--- src/rtl/option_rom_loader.sv ---
// Boot loader: streams the option ROM image from SPI flash (READ 0x03, mode 0) into the
// option ROM BRAM, validates header/checksum and gates the ISA decoder via rom_valid.
module option_rom_loader #(
  parameter logic [23:0] FLASH_BASE   = 24'h100000,
  parameter int unsigned ROM_SIZE_KB  = 16,
  parameter int unsigned SPI_DIV      = 2,
  parameter bit          AUTO_START   = 1'b1,
  parameter bit          FIX_CHECKSUM = 1'b1
) (
  input  logic        clk,
  input  logic        reset_n,
  input  logic        start,
  output logic        spi_sck,
  output logic        spi_cs_n,
  output logic        spi_mosi,
  input  logic        spi_miso,
  output logic        bram_we,
  output logic [14:0] bram_addr,
  output logic [7:0]  bram_wdata,
  output logic        busy,
  output logic        load_done,
  output logic        rom_valid,
  output logic        err_sig,
  output logic        err_size,
  output logic        err_csum,
  output logic [15:0] image_bytes
);

  localparam logic [15:0] ROM_END  = 16'(ROM_SIZE_KB * 1024);
  localparam logic [7:0]  MAX_SIZE = 8'(ROM_SIZE_KB * 2);
  localparam int unsigned DW       = (SPI_DIV > 1) ? $clog2(SPI_DIV) : 1;
  localparam logic [DW-1:0] DIV_LAST = DW'(SPI_DIV - 1);

  typedef enum logic [2:0] {
    S_IDLE  = 3'd0,
    S_CMD   = 3'd1,
    S_DATA  = 3'd2,
    S_FILL  = 3'd3,
    S_PATCH = 3'd4,
    S_DONE  = 3'd5
  } state_t;

  state_t        state;
  logic          auto_pend;
  logic [DW-1:0] div_cnt;
  logic [31:0]   cmd_sr;
  logic [5:0]    rise_cnt;
  logic [2:0]    bit_cnt;
  logic [6:0]    shift_q;
  logic [15:0]   idx;
  logic [7:0]    sum;
  logic [7:0]    last_byte;
  logic [1:0]    sig_ok;
  logic          last_pend;

  logic       tick;
  logic       rise;
  logic       fall;
  logic       start_ok;
  logic [7:0] new_byte;

  assign tick     = (div_cnt == DIV_LAST);
  assign rise     = tick && !spi_sck;
  assign fall     = tick && spi_sck;
  assign new_byte = {shift_q, spi_miso};
  assign start_ok = (start || auto_pend) && (state == S_IDLE || state == S_DONE);
  assign spi_mosi = cmd_sr[31];

  always_ff @(posedge clk or negedge reset_n) begin
    if (!reset_n) begin
      state       <= S_IDLE;
      auto_pend   <= AUTO_START;
      div_cnt     <= '0;
      cmd_sr      <= '0;
      rise_cnt    <= '0;
      bit_cnt     <= '0;
      shift_q     <= '0;
      idx         <= '0;
      sum         <= '0;
      last_byte   <= '0;
      sig_ok      <= '0;
      last_pend   <= 1'b0;
      spi_sck     <= 1'b0;
      spi_cs_n    <= 1'b1;
      bram_we     <= 1'b0;
      bram_addr   <= '0;
      bram_wdata  <= '0;
      busy        <= 1'b0;
      load_done   <= 1'b0;
      rom_valid   <= 1'b0;
      err_sig     <= 1'b0;
      err_size    <= 1'b0;
      err_csum    <= 1'b0;
      image_bytes <= '0;
    end else begin
      bram_we <= 1'b0;
      if (state == S_CMD || state == S_DATA) begin
        div_cnt <= tick ? '0 : div_cnt + 1'b1;
        if (tick) spi_sck <= ~spi_sck;
        if (fall) cmd_sr <= {cmd_sr[30:0], 1'b0};
      end else begin
        div_cnt <= '0;
        spi_sck <= 1'b0;
      end

      case (state)
        S_IDLE, S_DONE: begin
          if (start_ok) begin
            state       <= S_CMD;
            auto_pend   <= 1'b0;
            spi_cs_n    <= 1'b0;
            cmd_sr      <= {8'h03, FLASH_BASE};
            rise_cnt    <= '0;
            bit_cnt     <= '0;
            idx         <= '0;
            sum         <= '0;
            sig_ok      <= '0;
            last_pend   <= 1'b0;
            busy        <= 1'b1;
            load_done   <= 1'b0;
            rom_valid   <= 1'b0;
            err_sig     <= 1'b0;
            err_size    <= 1'b0;
            err_csum    <= 1'b0;
            image_bytes <= '0;
          end
        end
        S_CMD: begin
          if (rise) begin
            rise_cnt <= rise_cnt + 1'b1;
            if (rise_cnt == 6'd31) state <= S_DATA;
          end
        end
        S_DATA: begin
          if (rise) begin
            shift_q <= new_byte[6:0];
            bit_cnt <= bit_cnt + 1'b1;
            if (bit_cnt == 3'd7) begin
              bram_we    <= 1'b1;
              bram_addr  <= idx[14:0];
              bram_wdata <= new_byte;
              sum        <= sum + new_byte;
              idx        <= idx + 1'b1;
              if (idx == 16'd0) sig_ok[0] <= (new_byte == 8'h55);
              if (idx == 16'd1) sig_ok[1] <= (new_byte == 8'hAA);
              if (idx == 16'd2) begin
                if (sig_ok != 2'b11) err_sig <= 1'b1;
                else if (new_byte == 8'd0 || new_byte > MAX_SIZE) err_size <= 1'b1;
                else image_bytes <= {new_byte[6:0], 9'd0};
              end
              if (idx == image_bytes - 16'd1) begin
                last_pend <= 1'b1;
                last_byte <= new_byte;
              end
            end
          end else if (bram_we) begin
            // Leave DATA only once the pending byte write has been presented, so header
            // bytes still land in BRAM and bram_we never overlaps DONE.
            if (err_sig || err_size) begin
              state     <= S_DONE;
              spi_cs_n  <= 1'b1;
              spi_sck   <= 1'b0;
              busy      <= 1'b0;
              load_done <= 1'b1;
              rom_valid <= 1'b0;
            end else if (last_pend) begin
              state    <= S_FILL;
              spi_cs_n <= 1'b1;
              spi_sck  <= 1'b0;
            end
          end
        end
        S_FILL: begin
          if (idx < ROM_END) begin
            bram_we    <= 1'b1;
            bram_addr  <= idx[14:0];
            bram_wdata <= 8'hFF;
            idx        <= idx + 1'b1;
          end else begin
            // Patch write is issued here so it is active during the PATCH cycle itself.
            state <= S_PATCH;
            if (sum != 8'd0) begin
              if (FIX_CHECKSUM) begin
                bram_we    <= 1'b1;
                bram_addr  <= image_bytes[14:0] - 15'd1;
                bram_wdata <= last_byte - sum;
              end else begin
                err_csum <= 1'b1;
              end
            end
          end
        end
        S_PATCH: begin
          state     <= S_DONE;
          busy      <= 1'b0;
          load_done <= 1'b1;
          rom_valid <= !err_csum;
        end
        default: state <= S_IDLE;
      endcase
    end
  end

endmodule

--- config.mk ---
export PLATFORM = sky130hd
export DESIGN_NAME = option_rom_loader
export DESIGN_NICKNAME = d
export VERILOG_FILES = /design/src/rtl/option_rom_loader.sv
export SDC_FILE = /design/constraint.sdc
export NUM_CORES = 1
export LEC_CHECK = 0
export ABC_CLOCK_PERIOD_IN_PS = 3400
export BUFFER_PORTS_ARGS = -buffer_cell sky130_fd_sc_hd__clkbuf_2
export CORE_MARGIN = 2
export CORE_UTILIZATION = 35
export CTS_CLUSTER_SIZE = 40
export DETAILED_ROUTE_END_ITERATION = 8
export PLACE_DENSITY = 0.52
export REMOVE_ABC_BUFFERS = 1
export SYNTH_ARGS = -nofsm -noshare
export SYNTH_HDL_FRONTEND = slang
export SYNTH_SLANG_ARGS = --single-unit
--- constraint.sdc ---
create_clock -name clk -period 3.4 [get_ports clk]
set_clock_uncertainty 0.15 [all_clocks]
set_input_delay 0.34 -clock clk [delete_from_list [all_inputs] [get_ports clk]]
set_output_delay 0.34 -clock clk [all_outputs]
set_load 0.05 [all_outputs]
==> metrics.txt <==
status complete, no violations; sequential share of the synthesized area ~50%; Max Fclk ~350 MHz; Rows 49; ys flop type dfrtp_1; Routed Wire Length approximately 15 mm; Initial Util between 30% and 40%; Crit. End Element register; CTS Hold Bufs 1; final worst path period share 84.2%; initial detailed-routing violation count around 240; DP Wirelength ~11 mm; Sw Share between 40% and 50%; Clock Tree Buf Depth 2; DR pass1 iterations 5; Num CTS Buffers 17; H-tree levels 4; setup TNS 0 ps; #FFs+latches synth around 130; largest net degree at the start of global routing between 40 and 50; Area contributors post-synth dfrtp_1, nand2_1, ha_1, a21oi_1, o21ai_0; actual slew at the worst max-slew pin roughly 1100 ps; kind of critical path register to register; CP max-delay cell nor4_4; Synth Instances around 700; crit-path leading delay family simple AND/OR/NAND/NOR gates; RSZ-0062 raised after global routing no; clk_lat worst skew 420 ps; DRC 0; Synth Area per Inst about 9.4 sq um; static leakage power ~3.5 nW; Peak supply drop ~0.42 mV; final hold vios 0; io pins 53; Multi-input gate area 3030 sq um; initial antenna violation count 0; CTS tree yes; post-layout min period 2860 ps; diodes inserted 0; type of origin of the critical path register; top cell type by total area after synthesis dfrtp_1; Root Driver clkbuf_16; crit-path cells inv_1, ha_1, nor3b_1, xnor2_1, xnor2_1, or3_4, nor4_4, mux2_2; die width ~140 microns; Netlist cell types 55; Slew Limit Headroom 27.0%; chip height between 100 and 150 microns; # port buffers 42; Gate power share 38.7%; Bufs and invs on worst path 1; yosys warns 0; Worst-path clk slew 60 ps; Final #Nets around 750; dpl cells 932; CP required roughly 3600 ps; Syn-to-layout area delta 15.4%; worst min path class input pin to register; Clk pwr share 26.4%; routability cong. between 0.8 and 0.9; Critical Path Most Common Cell xnor2_1; Sequential cell area ~3200 sq um; CTS sink count 126; Synth Cell Area 6440 sq um; Net Sw Power around 2.7 mW; share of the synthesized area in the top cell type between 40 and 50%; Setup Buffers After CTS 0; Max Cap Viol 0; crit-path max FO 8; vias per cell 5.25; first-pass GRT wire length roughly 26 mm; Post-synth EDFFs 0; max incr delay on CP around 520 ps; vias in the first global route between 4000 and 5000; area of the die just under 20000 sq um; Hold Slack between 100 and 150 ps; Int Power around 3.6 mW; wire length per cell roughly 16 microns; fill count 1806; Resize count post-CTS 0; CP arrival around 3000 ps; PwrDens 851 nW/um^2; share of post-route cells with drive strength above 1 between 10% and 20%; final instance area approximately 7400 sq um; Core Region ~18000 sq um; ys async rst share 100%; DP Area 6880 sq um; final setup vio count 0; GRT overflow 0; gr usage total between 10% and 20%; Slew Limit Fails 0; sequential power share 34.9%; Vias between 5000 and 6000; final std cells w/o fill about 970; Routed Antenna Nets 0
==> layer usage <==
metal,wire [microns],GRT usage [%],up-vias,share of wire (%)
met5,0,0,-,0
met3,816,4.37,24,5.3
met1,7070,22.6,2489,46
li1,-,-,2430,-
met4,271,5.95,0,1.8
met2,7310,25.8,127,47
==> cells in the final DEF (no fill, tap or decap), types with 6 or more instances in the layout <==
| cell | instances |
|---|---|
| nand4_1 | 9 |
| xnor2_1 | 16 |
| and3_1 | 7 |
| o21ai_0 | 43 |
| mux2i_1 | 6 |
| dfrtp_1 | 124 |
| a22o_1 | 11 |
| conb_1 | 10 |
| mux2_2 | 10 |
| ha_1 | 24 |
| o31ai_1 | 6 |
| a21oi_1 | 54 |
| nor3_1 | 11 |
| nor4_1 | 7 |
| inv_1 | 22 |
| clkbuf_2 | 41 |
| nor2_1 | 43 |
| or3_1 | 6 |
| clkbuf_16 | 17 |
| o22a_1 | 9 |
| xor2_1 | 20 |
| nand2_1 | 126 |
| buf_4 | 13 |
| nand3_1 | 16 |
| nand2b_1 | 8 |
==> cells by family after synthesis <==
group	Yosys count	synth area share [%]
simple gates	255	18.3
compound gates	156	14.9
flops	126	49.0
buf+inv	68	4.56
xor+xnor	37	5.26
fa+ha+maj	26	5.28
mux	16	2.68
other cells	1	0.0582
==> path summary, 6_finish.rpt <==
kind,from,to,slack [ps],cells after the start
max,image_bytes[9]$_DFFE_PN0P_,last_byte[1]$_DFFE_PN0P_,540,8
min,spi_miso,shift_q[0]$_DFFE_PN0P_,130,3
max reg2reg,image_bytes[9]$_DFFE_PN0P_,last_byte[1]$_DFFE_PN0P_,540,8
min reg2reg,auto_pend$_DFFE_PN1P_,auto_pend$_DFFE_PN1P_,320,1
max in group asynchronous,reset_n,auto_pend$_DFFE_PN1P_,1960,3
min in group asynchronous,reset_n,cmd_sr[7]$_DFF_PN0_,330,2
==> cell usage after synthesis (all sizes together), types with 7 or more instances <==
cell      n
a22o     11
o22a      9
dfrtp   124
nor4      8
xnor2    16
clkbuf   30
mux2     10
nor3     13
inv      22
nand4     9
and3      8
nand3    16
buf      16
ha       24
nand2   126
xor2     20
nor2     43
nand2b    8
a21oi    54
or3       7
o21ai    43
==> area by class of cell <==
cell class | instances | share of cell area [%]
clock buffer | 20 | 6.14
sequential | 126 | 42.4
tap | 229 | 3.85
clock inverter | 12 | 1.19
inverter | 22 | 1.11
timing repair buffer | 56 | 4.48
multi-input combinational | 500 | 40.8
==> power groups by stage <==
stage	clock network, mW	logic, mW	registers, mW
floorplan	0	1.29	2.66
global placement	0	2.42	2.22
detailed placement	0	2.46	2.24
CTS	1.71	2.47	2.21
global route	1.79	2.69	2.27
finish	1.67	2.45	2.21
==> metrics by stage <==
step           utilization, %  total power [mW]  worst slack (ps)
6_report                 41.3              6.33               536
5_1_grt                  41.3              6.75               307
3_5_place_dp             38.2              4.70               540
3_3_place_gp             38.2              4.64               631
4_1_cts                  41.3              6.40               524
2_1_floorplan               -              3.95             -1540
==> tightest hold or removal path: stages <==
cell and delay (ps):
clkbuf_2 180, nand2_1 90, nand2_1 40
==> sequential cells by signal, indices dropped and copies added (netlist names) <==
name         flops
cmd_sr          32
idx             16
bram_addr       15
bram_wdata       8
last_byte        8
sum              8
image_bytes      7
shift_q          7
rise_cnt         6
bit_cnt          3
state            3
sig_ok           2
auto_pend        1
bram_we          1
busy             1
div_cnt          1
err_sig          1
err_size         1
last_pend        1
load_done        1
rom_valid        1
spi_cs_n         1
spi_sck          1
Note: power is estimated with default switching activity, not from simulation.
